==> config.mk <==
export PLATFORM = sky130hd
export DESIGN_NAME = snake_tick_sequencer
export DESIGN_NICKNAME = d
export VERILOG_FILES = /design/src/rtl/snake_tick_sequencer_pkg.sv /design/src/rtl/snake_dir_filter.sv /design/src/rtl/snake_tick_sequencer.sv
export SDC_FILE = /design/constraint.sdc
export NUM_CORES = 1
export LEC_CHECK = 0
export BUFFER_PORTS_ARGS = -buffer_cell sky130_fd_sc_hd__buf_4
export CORE_UTILIZATION = 52
export CTS_CLUSTER_DIAMETER = 120
export DETAILED_ROUTE_END_ITERATION = 7
export GPL_TIMING_DRIVEN = 0
export PLACE_DENSITY = 0.79
export RECOVER_POWER = 100
export SETUP_SLACK_MARGIN = 0.15
export SLEW_MARGIN = 20
export SYNTH_ARGS = -nofsm -noshare
export SYNTH_HDL_FRONTEND = slang
export SYNTH_SLANG_ARGS = --single-unit
==> constraint.sdc <==
create_clock -name clk -period 2.4 [get_ports clk]
set_clock_uncertainty 0.15 [all_clocks]
set_input_delay 0.36 -clock clk [delete_from_list [all_inputs] [get_ports clk]]
set_output_delay 0.36 -clock clk [all_outputs]
set_load 0.005 [all_outputs]
==> src/rtl/snake_tick_sequencer_pkg.sv <==
// Shared snake game definitions: screen geometry, direction codes and game states.
package snake_tick_sequencer_pkg;

    localparam int unsigned H_RES       = 640;
    localparam int unsigned V_RES       = 480;
    localparam int unsigned SQUARE_SIZE = 20;
    localparam int unsigned H_LAST_ADDR = H_RES - 1;
    localparam int unsigned V_LAST_ADDR = V_RES - 1;

    localparam int unsigned COORD_W = 10;
    localparam int unsigned DIR_W   = 2;
    localparam int unsigned SCORE_W = 8;
    localparam int unsigned FPM_W   = 3;
    localparam int unsigned LVL_W   = 8;

    typedef enum logic [DIR_W-1:0] {
        DIR_LEFT  = 2'd0,
        DIR_TOP   = 2'd1,
        DIR_RIGHT = 2'd2,
        DIR_DOWN  = 2'd3
    } dir_e;

    // Opposite directions differ only in the upper bit
    localparam logic [DIR_W-1:0] DIR_REV_MASK = 2'b10;

    typedef enum logic [1:0] {
        ST_IDLE = 2'd0,
        ST_RUN  = 2'd1,
        ST_OVER = 2'd2
    } game_state_e;

    function automatic logic is_reversal(input logic [DIR_W-1:0] req,
                                         input logic [DIR_W-1:0] cur);
        return req == (cur ^ DIR_REV_MASK);
    endfunction

endpackage

==> src/rtl/snake_dir_filter.sv <==
// Holds the pending player direction, drops 180-degree reversals and
// commits the pending direction on each move tick.
module snake_dir_filter
    import snake_tick_sequencer_pkg::*;
#(
    parameter logic [DIR_W-1:0] INIT_DIR = DIR_RIGHT
) (
    input  logic             clk,
    input  logic             reset,
    input  logic             reinit,
    input  logic             enable,
    input  logic [DIR_W-1:0] dir_req,
    input  logic             dir_req_valid,
    input  logic             commit,
    output logic [DIR_W-1:0] direction
);

    logic [DIR_W-1:0] pending_q, pending_d;
    logic [DIR_W-1:0] direction_q, direction_d;

    always_comb begin
        pending_d   = pending_q;
        direction_d = direction_q;
        if (reinit) begin
            pending_d   = INIT_DIR;
            direction_d = INIT_DIR;
        end else if (enable) begin
            if (commit) begin
                direction_d = pending_q;
            end
            // Reversal is judged against what the datapath is moving in now
            if (dir_req_valid && !is_reversal(dir_req, direction_q)) begin
                pending_d = dir_req;
            end
        end
    end

    always_ff @(posedge clk) begin
        if (reset) begin
            pending_q   <= INIT_DIR;
            direction_q <= INIT_DIR;
        end else begin
            pending_q   <= pending_d;
            direction_q <= direction_d;
        end
    end

    assign direction = direction_q;

endmodule

==> src/rtl/snake_tick_sequencer.sv <==
// Game-level controller: frame-end detection, move tick generation,
// IDLE/RUN/OVER state, score and speed levels.
module snake_tick_sequencer
    import snake_tick_sequencer_pkg::*;
#(
    parameter int unsigned      H_LAST           = H_LAST_ADDR,
    parameter int unsigned      V_LAST           = V_LAST_ADDR,
    parameter int unsigned      INIT_FRAMES      = 5,
    parameter int unsigned      MIN_FRAMES       = 1,
    parameter int unsigned      APPLES_PER_LEVEL = 4,
    parameter logic [DIR_W-1:0] INIT_DIR         = DIR_RIGHT
) (
    input  logic               clk,
    input  logic               reset,
    input  logic [COORD_W-1:0] x_in,
    input  logic [COORD_W-1:0] y_in,
    input  logic               start,
    input  logic [DIR_W-1:0]   dir_req,
    input  logic               dir_req_valid,
    input  logic               collision,
    input  logic               apple_eaten,
    output logic               update_tick,
    output logic [DIR_W-1:0]   direction,
    output logic               game_running,
    output logic               is_game_finished,
    output logic [SCORE_W-1:0] score,
    output logic [FPM_W-1:0]   frames_per_move
);

    game_state_e        state_q, state_d;
    logic               frame_end_q, frame_end_d;
    logic [FPM_W-1:0]   frame_cnt_q, frame_cnt_d;
    logic [LVL_W-1:0]   level_cnt_q, level_cnt_d;
    logic [SCORE_W-1:0] score_q, score_d;
    logic [FPM_W-1:0]   fpm_q, fpm_d;
    logic               update_tick_q, update_tick_d;
    logic               game_running_q, game_running_d;
    logic               finished_q, finished_d;
    logic               reinit_c;
    logic               tick_fire_c;

    always_comb begin
        state_d        = state_q;
        frame_end_d    = (x_in == COORD_W'(H_LAST)) && (y_in == COORD_W'(V_LAST));
        frame_cnt_d    = frame_cnt_q;
        level_cnt_d    = level_cnt_q;
        score_d        = score_q;
        fpm_d          = fpm_q;
        reinit_c       = 1'b0;
        tick_fire_c    = 1'b0;

        unique case (state_q)
            ST_IDLE, ST_OVER: begin
                if (start) begin
                    state_d     = ST_RUN;
                    frame_cnt_d = '0;
                    level_cnt_d = '0;
                    score_d     = '0;
                    fpm_d       = FPM_W'(INIT_FRAMES);
                    reinit_c    = 1'b1;
                end
            end
            ST_RUN: begin
                if (frame_end_q) begin
                    if (frame_cnt_q == FPM_W'(fpm_q - 3'd1)) begin
                        frame_cnt_d = '0;
                        tick_fire_c = !collision;
                    end else begin
                        frame_cnt_d = FPM_W'(frame_cnt_q + 3'd1);
                    end
                end
                if (apple_eaten) begin
                    if (score_q != '1) begin
                        score_d = SCORE_W'(score_q + 8'd1);
                    end
                    if (LVL_W'(level_cnt_q + 8'd1) == LVL_W'(APPLES_PER_LEVEL)) begin
                        level_cnt_d = '0;
                        if (fpm_q > FPM_W'(MIN_FRAMES)) begin
                            fpm_d = FPM_W'(fpm_q - 3'd1);
                        end
                    end else begin
                        level_cnt_d = LVL_W'(level_cnt_q + 8'd1);
                    end
                end
                if (collision) begin
                    state_d = ST_OVER;
                end
            end
            default: state_d = ST_IDLE;
        endcase

        update_tick_d  = tick_fire_c;
        game_running_d = (state_d == ST_RUN);
        finished_d     = (state_d == ST_OVER);
    end

    always_ff @(posedge clk) begin
        if (reset) begin
            state_q        <= ST_IDLE;
            frame_end_q    <= 1'b0;
            frame_cnt_q    <= '0;
            level_cnt_q    <= '0;
            score_q        <= '0;
            fpm_q          <= FPM_W'(INIT_FRAMES);
            update_tick_q  <= 1'b0;
            game_running_q <= 1'b0;
            finished_q     <= 1'b0;
        end else begin
            state_q        <= state_d;
            frame_end_q    <= frame_end_d;
            frame_cnt_q    <= frame_cnt_d;
            level_cnt_q    <= level_cnt_d;
            score_q        <= score_d;
            fpm_q          <= fpm_d;
            update_tick_q  <= update_tick_d;
            game_running_q <= game_running_d;
            finished_q     <= finished_d;
        end
    end

    snake_dir_filter #(
        .INIT_DIR (INIT_DIR)
    ) u_dir_filter (
        .clk           (clk),
        .reset         (reset),
        .reinit        (reinit_c),
        .enable        (state_q == ST_RUN),
        .dir_req       (dir_req),
        .dir_req_valid (dir_req_valid),
        .commit        (tick_fire_c),
        .direction     (direction)
    );

    assign update_tick      = update_tick_q;
    assign game_running     = game_running_q;
    assign is_game_finished = finished_q;
    assign score            = score_q;
    assign frames_per_move  = fpm_q;

endmodule

==> metrics.txt, run 1 <==
setup_tns=0 ns; WP data arrival=2.24 ns; DRT antenna net count=0; Final Slew Violations=0; CTS clk-pin slew, worst paths=0.10 ns; Vias/cell=5.455; placed cell area=2016 um^2; gr usage total=23.23%; initial DRC count=98; layout cells sized above 1=21.95%; FF-to-FF Start=level_cnt_q[0]; total gr overflow=0; diode count=0; Syn Std Cell Area=1638 um^2; kind of critical path=register to register; Worst-Skew Late Latency=0.34 ns; routed vias=1,582; EDFF count, synth=0; Post-route DRC=0; Area growth syn-to-layout=28.50%; Crit. Startpoint=level_cnt_q[0]; CP Capture Type=register; Clock Sinks=32; #FFs+latches synth=32; CTS tree=yes; final setup fails=0; row count=20; PD cells=499.8 nW/um^2; Total Routed Length=3606 um; H-tree depth=2; vias in the first global route=1,358; DR WL/cell=12.43 um; Final Cell Area=2105 um^2; Max IR drop VDD=0.0002971 V; Post-Synthesis Cells=193; outcome=completed; Warnings, synthesis=0; CORE AREA=3028 um^2; Hold Startpoint=dir_req[1]; initial antenna violation count=0; Most used DFF post-synth=dfxtp_1; average cell area after synthesis=8.486 um^2; routability cong.=0.8330; 1st-pass router iterations=4; f_max=474.0 MHz; min-delay worst type=input pin to register; die area=3378 um^2; Die W=58.12 um; hold slack=0.1005 ns; Boundary Pins=44; crit path time final=2.110 ns; Initial Utilization=54.09%; clk buf depth=2; DP Wirelength=2690 um; largest net degree at the start of global routing=11; count of buffers from port buffering=43; count of cell types in the netlist=43; Max Fanout on Critical Path=7; period utilization=87.91%; Worst Path Required=2.53 ns; asr flop ratio synth=0%; Mapped Nets=227; final number of hold-violating endpoints=0; RSZ-0062 raised after global routing=false; Net count, final=279; CP Launch Type=register; DIE HEIGHT=58.12 um; Num CTS Buffers=5; max-capacitance violation count=0; sequential share of the synthesized area=39.11%; Root Buffer=clkbuf_4; first-pass GRT wire length=5913 um; Slew HR=64.48%; Slew @ Worst Pin=0.5309 ns; LEAKAGE=0.8545 nW
[report_power, final]
group          internal [mW]  switching [mW]  total, mW
Combinational         0.0486          0.0551      0.104
Sequential             0.537         0.00636      0.544
Clock                  0.218           0.186      0.405
[area by class of cell]
type	count	area, um^2
clock buffers	6	41.29
inverters	2	7.507
fillers	272	923.4
well taps	44	55.05
plain buffers	4	15.01
clock inverters	2	35.03
flip-flops and latches	32	640.6
repair buffers	45	329.1
multi-input cells	155	980.9
[state kept, by name (all words and copies together) (netlist names)]
register and count:
is_game_finished 1, game_running 1, u_dir_filter.direction 2, frame_end_q 1, level_cnt_q 8, state_q 2
score 8, frame_cnt_q 3, update_tick 1, frames_per_move 3, u_dir_filter.pending_q 2
[synthesized netlist by cell type (all sizes together) (2+ instances only)]
cell	number	area [um^2]
and4	2	17.52
nor3b	3	22.52
and3	3	20.02
xor2	5	43.79
xnor2	5	43.79
nand2b	4	25.02
nor3	3	15.01
nand3	5	25.02
o21ai	5	25.02
nand4b	5	43.79
nor2b	4	25.02
dfxtp	32	640.6
mux2i	5	50.05
clkbuf	3	11.26
a311oi	3	26.28
nand2	18	67.56
inv	2	7.510
nand4	5	31.28
nor2	33	123.9
and3b	2	17.52
a21oi	13	65.06
o211ai	2	15.01
or3	3	20.02
a31oi	3	18.77
nand3b	2	15.01
ha	6	75.07
and2	3	18.77
[cell families after synthesis]
group	after synthesis	synth area share [%]
simple gates	99	31.55
compound gates	33	12.76
flops	32	39.11
xor+xnor	11	6.799
buf+inv	6	1.451
mux	6	3.743
fa+ha+maj	6	4.584
[per-layer routing]
layer / GRT usage [%] / vias to the layer above / share of wire [%]
met5: 0 / - / 0
met4: 8.844 / 0 / 1.3
met3: 7.813 / 7 / 6.5
met2: 36.29 / 56 / 45
met1: 29.68 / 718 / 47
li1: - / 801 / -
[path summary, 6_finish.rpt]
path / cells after the start / end / slack [ns]
max reg2reg: 7 / frames_per_move[2] / 0.29
max: 7 / frames_per_move[2] / 0.29
min reg2reg: 2 / frames_per_move[1] / 0.33
min: 3 / u_dir_filter.pending_q[1] / 0.10
[cells in the final DEF (no fill, tap or decap), types with 6 or more instances in the layout]
cell type	instances
ha_1	6
buf_4	26
dfxtp_1	32
a21oi_1	13
nor2_1	32
nand2_1	18
clkbuf_1	8
clkbuf_4	20
[critical path, cell delays in order, from the launching register on]
cell,delay (ns)
dfxtp_1,0.39
ha_1,0.26
and3_2,0.25
a311oi_1,0.28
nand4b_1,0.12
clkbuf_1,0.20
mux2_2,0.30
nor2_1,0.10
[stage by stage]
stage                     setup WS (ns)  utilization (%)  std cells  total power, mW
final                            0.2902            69.50        290            1.052
after floorplan                  0.5396                -        193           0.6028
after detailed placement         0.2518            66.57        280           0.6597
after global placement           0.2530            66.57        280           0.6579
after CTS                        0.2364            69.09        288            1.058
after global routing             0.1216            69.50        290            1.100
[what timing repair did]
item	CTS	global route
hold buffers	0	1
gates resized for setup	0	2
setup buffers	0	1
setup endpoints to repair	0	5
hold endpoints to repair	0	1
(Power assumes the default switching activity.)
==> inputs of run 2 (changes only) <==
CELL_PAD_IN_SITES_DETAIL_PLACEMENT = 0   (was default)
CELL_PAD_IN_SITES_GLOBAL_PLACEMENT = 1   (was default)
CORE_UTILIZATION = 38   (was 52)
PLACE_DENSITY = default   (was 0.79)
PLACE_DENSITY_LB_ADDON = 0.1   (was default)
SLEW_MARGIN = 0   (was 20)
==> metrics.txt, run 2 (synthesis results as in run 1) <==
CP Launch Type=register; period utilization=87.70% (-0.21 points); Die W=67.65 um (+16%); kind of critical path=register to register; Max IR drop VDD=0.0002516 V (-15%); layout cells sized above 1=20.90% (-1.0 points); DRT antenna net count=0 (unchanged); Worst-Skew Late Latency=0.28 ns (-0.06 ns); routability cong.=0.7737 (-7.1%); total gr overflow=0 (unchanged); crit path time final=2.105 ns (-0.005017 ns); diode count=0 (unchanged); Vias/cell=5.262 (-3.5%); hold slack=0.08691 ns (-0.01359 ns); Root Buffer=clkbuf_8; count of buffers from port buffering=43 (unchanged); Power Total=1.032 mW (-1.8%); WP data arrival=2.17 ns (-0.07 ns); final setup fails=0 (unchanged); Initial Utilization=40.36% (-14 points); Boundary Pins=44 (unchanged); gr usage total=19.65% (-3.6 points); Clock Sinks=32 (unchanged); largest net degree at the start of global routing=11 (unchanged); initial antenna violation count=0 (unchanged); Max Fanout on Critical Path=7 (unchanged); LEAKAGE=0.8444 nW (-1.2%); 1st-pass router iterations=4 (unchanged); hold_buf cts=0 (unchanged); Worst Path Required=2.46 ns (-0.07 ns); Slew @ Worst Pin=0.5524 ns (+0.02154 ns); Area growth syn-to-layout=27.96%; CTS tree=yes; Post-route DRC=0 (unchanged); Net count, final=278 (-0.36%); CORE AREA=4058 um^2 (+34%); clk buf depth=2 (unchanged); H-tree depth=2 (unchanged); PD cells=492.6 nW/um^2 (-1.4%); DR WL/cell=13.45 um (+8.2%); die area=4577 um^2 (+35%); Num CTS Buffers=5 (unchanged); Multi-input gate area=973.4 um^2 (-0.77%); DIE HEIGHT=67.65 um (+16%); min-delay worst type=input pin to register; vias in the first global route=1,476 (+8.7%); RSZ-0062 raised after global routing=false; CTS clk-pin slew, worst paths=0.06 ns (-0.04 ns); commonest non-fill, non-tap cells in the layout=33 x nor2_1, 32 x dfxtp_1, 26 x buf_4; CP Capture Type=register; row count=23 (+15%); routed vias=1,547 (-2.2%); final number of hold-violating endpoints=0 (unchanged); fill count=412 (+51%); DP Wirelength=2996 um (+11%); max-capacitance violation count=0 (unchanged); register area=640.6 um^2 (unchanged); commonest non-fill, non-tap cell in the layout=nor2_1; Final Slew Violations=0 (unchanged); Slew HR=63.10% (-1.4 points); Total Routed Length=3954 um (+9.7%); initial DRC count=56 (-43%); setup_tns=0 ns (unchanged); f_max=475.1 MHz (+0.24%); first-pass GRT wire length=6720 um (+14%); outcome=completed
## run 2: cell types whose count changed in the layout (fill, tap and decap cells not counted), sizes merged
cell	before	now
dlygate4sd3	1	0
bufinv	1	0
## run 2: path summary, 6_finish.rpt
check	start	to	slack, ns	cells past startpoint
setup / recovery	level_cnt_q[0]	frames_per_move[1]	0.30	7
hold / removal	y_in[9]	frame_end_q	0.09	2
setup reg to reg	level_cnt_q[0]	frames_per_move[1]	0.30	7
hold reg to reg	u_dir_filter.pending_q[1]	u_dir_filter.direction[1]	0.34	2
## run 2: repair_timing
action,4_1_cts,5_1_grt
hold endpoints to repair,0,0
setup endpoints to repair,0,2
resized for setup,0,1
setup buffers,0,1
## run 2: worst max-delay path, cell delays in order (launching register included)
cell and delay, ns:
dfxtp_1 0.37, ha_1 0.26, and3_2 0.25, a311oi_1 0.26
nand4b_1 0.12, clkbuf_1 0.19, nor2_1 0.24, mux2i_1 0.20
## run 2: final cells by class
class / instances / share of cell area [%]
Sequential cell: 32 / 30.57
Clock buffer: 6 / 3.463
Clock inverter: 1 / 0.2388
Buffer: 4 / 0.7164
Inverter: 2 / 0.3582
Timing Repair Buffer: 44 / 15.22
Multi-Input combinational cell: 155 / 46.45
Tap cell: 50 / 2.985
## run 2: metrics by stage
step                cells  utilization (%)  area, um^2  worst slack [ns]
finish                294            51.65        2096            0.2952
global route          294            51.65        2096            0.1143
CTS                   293            51.77        2101            0.2393
detailed placement    286            49.86        2023            0.2713
global placement      286            49.86        2023            0.3159
floorplan             193                -        1638            0.5396
## run 2: per-layer routing
layer	routed length, um	vias to the layer above	GRT usage, %
li1	-	795	-
met4	27	0	4.787
met2	1895	29	34.41
met5	0	-	0
met3	183	4	5.068
met1	1847	719	23.60
## run 2: report_power, final
part	switching (mW)	internal, mW
Combinational	0.0558	0.0480
Clock	0.188	0.197
Sequential	0.00619	0.538
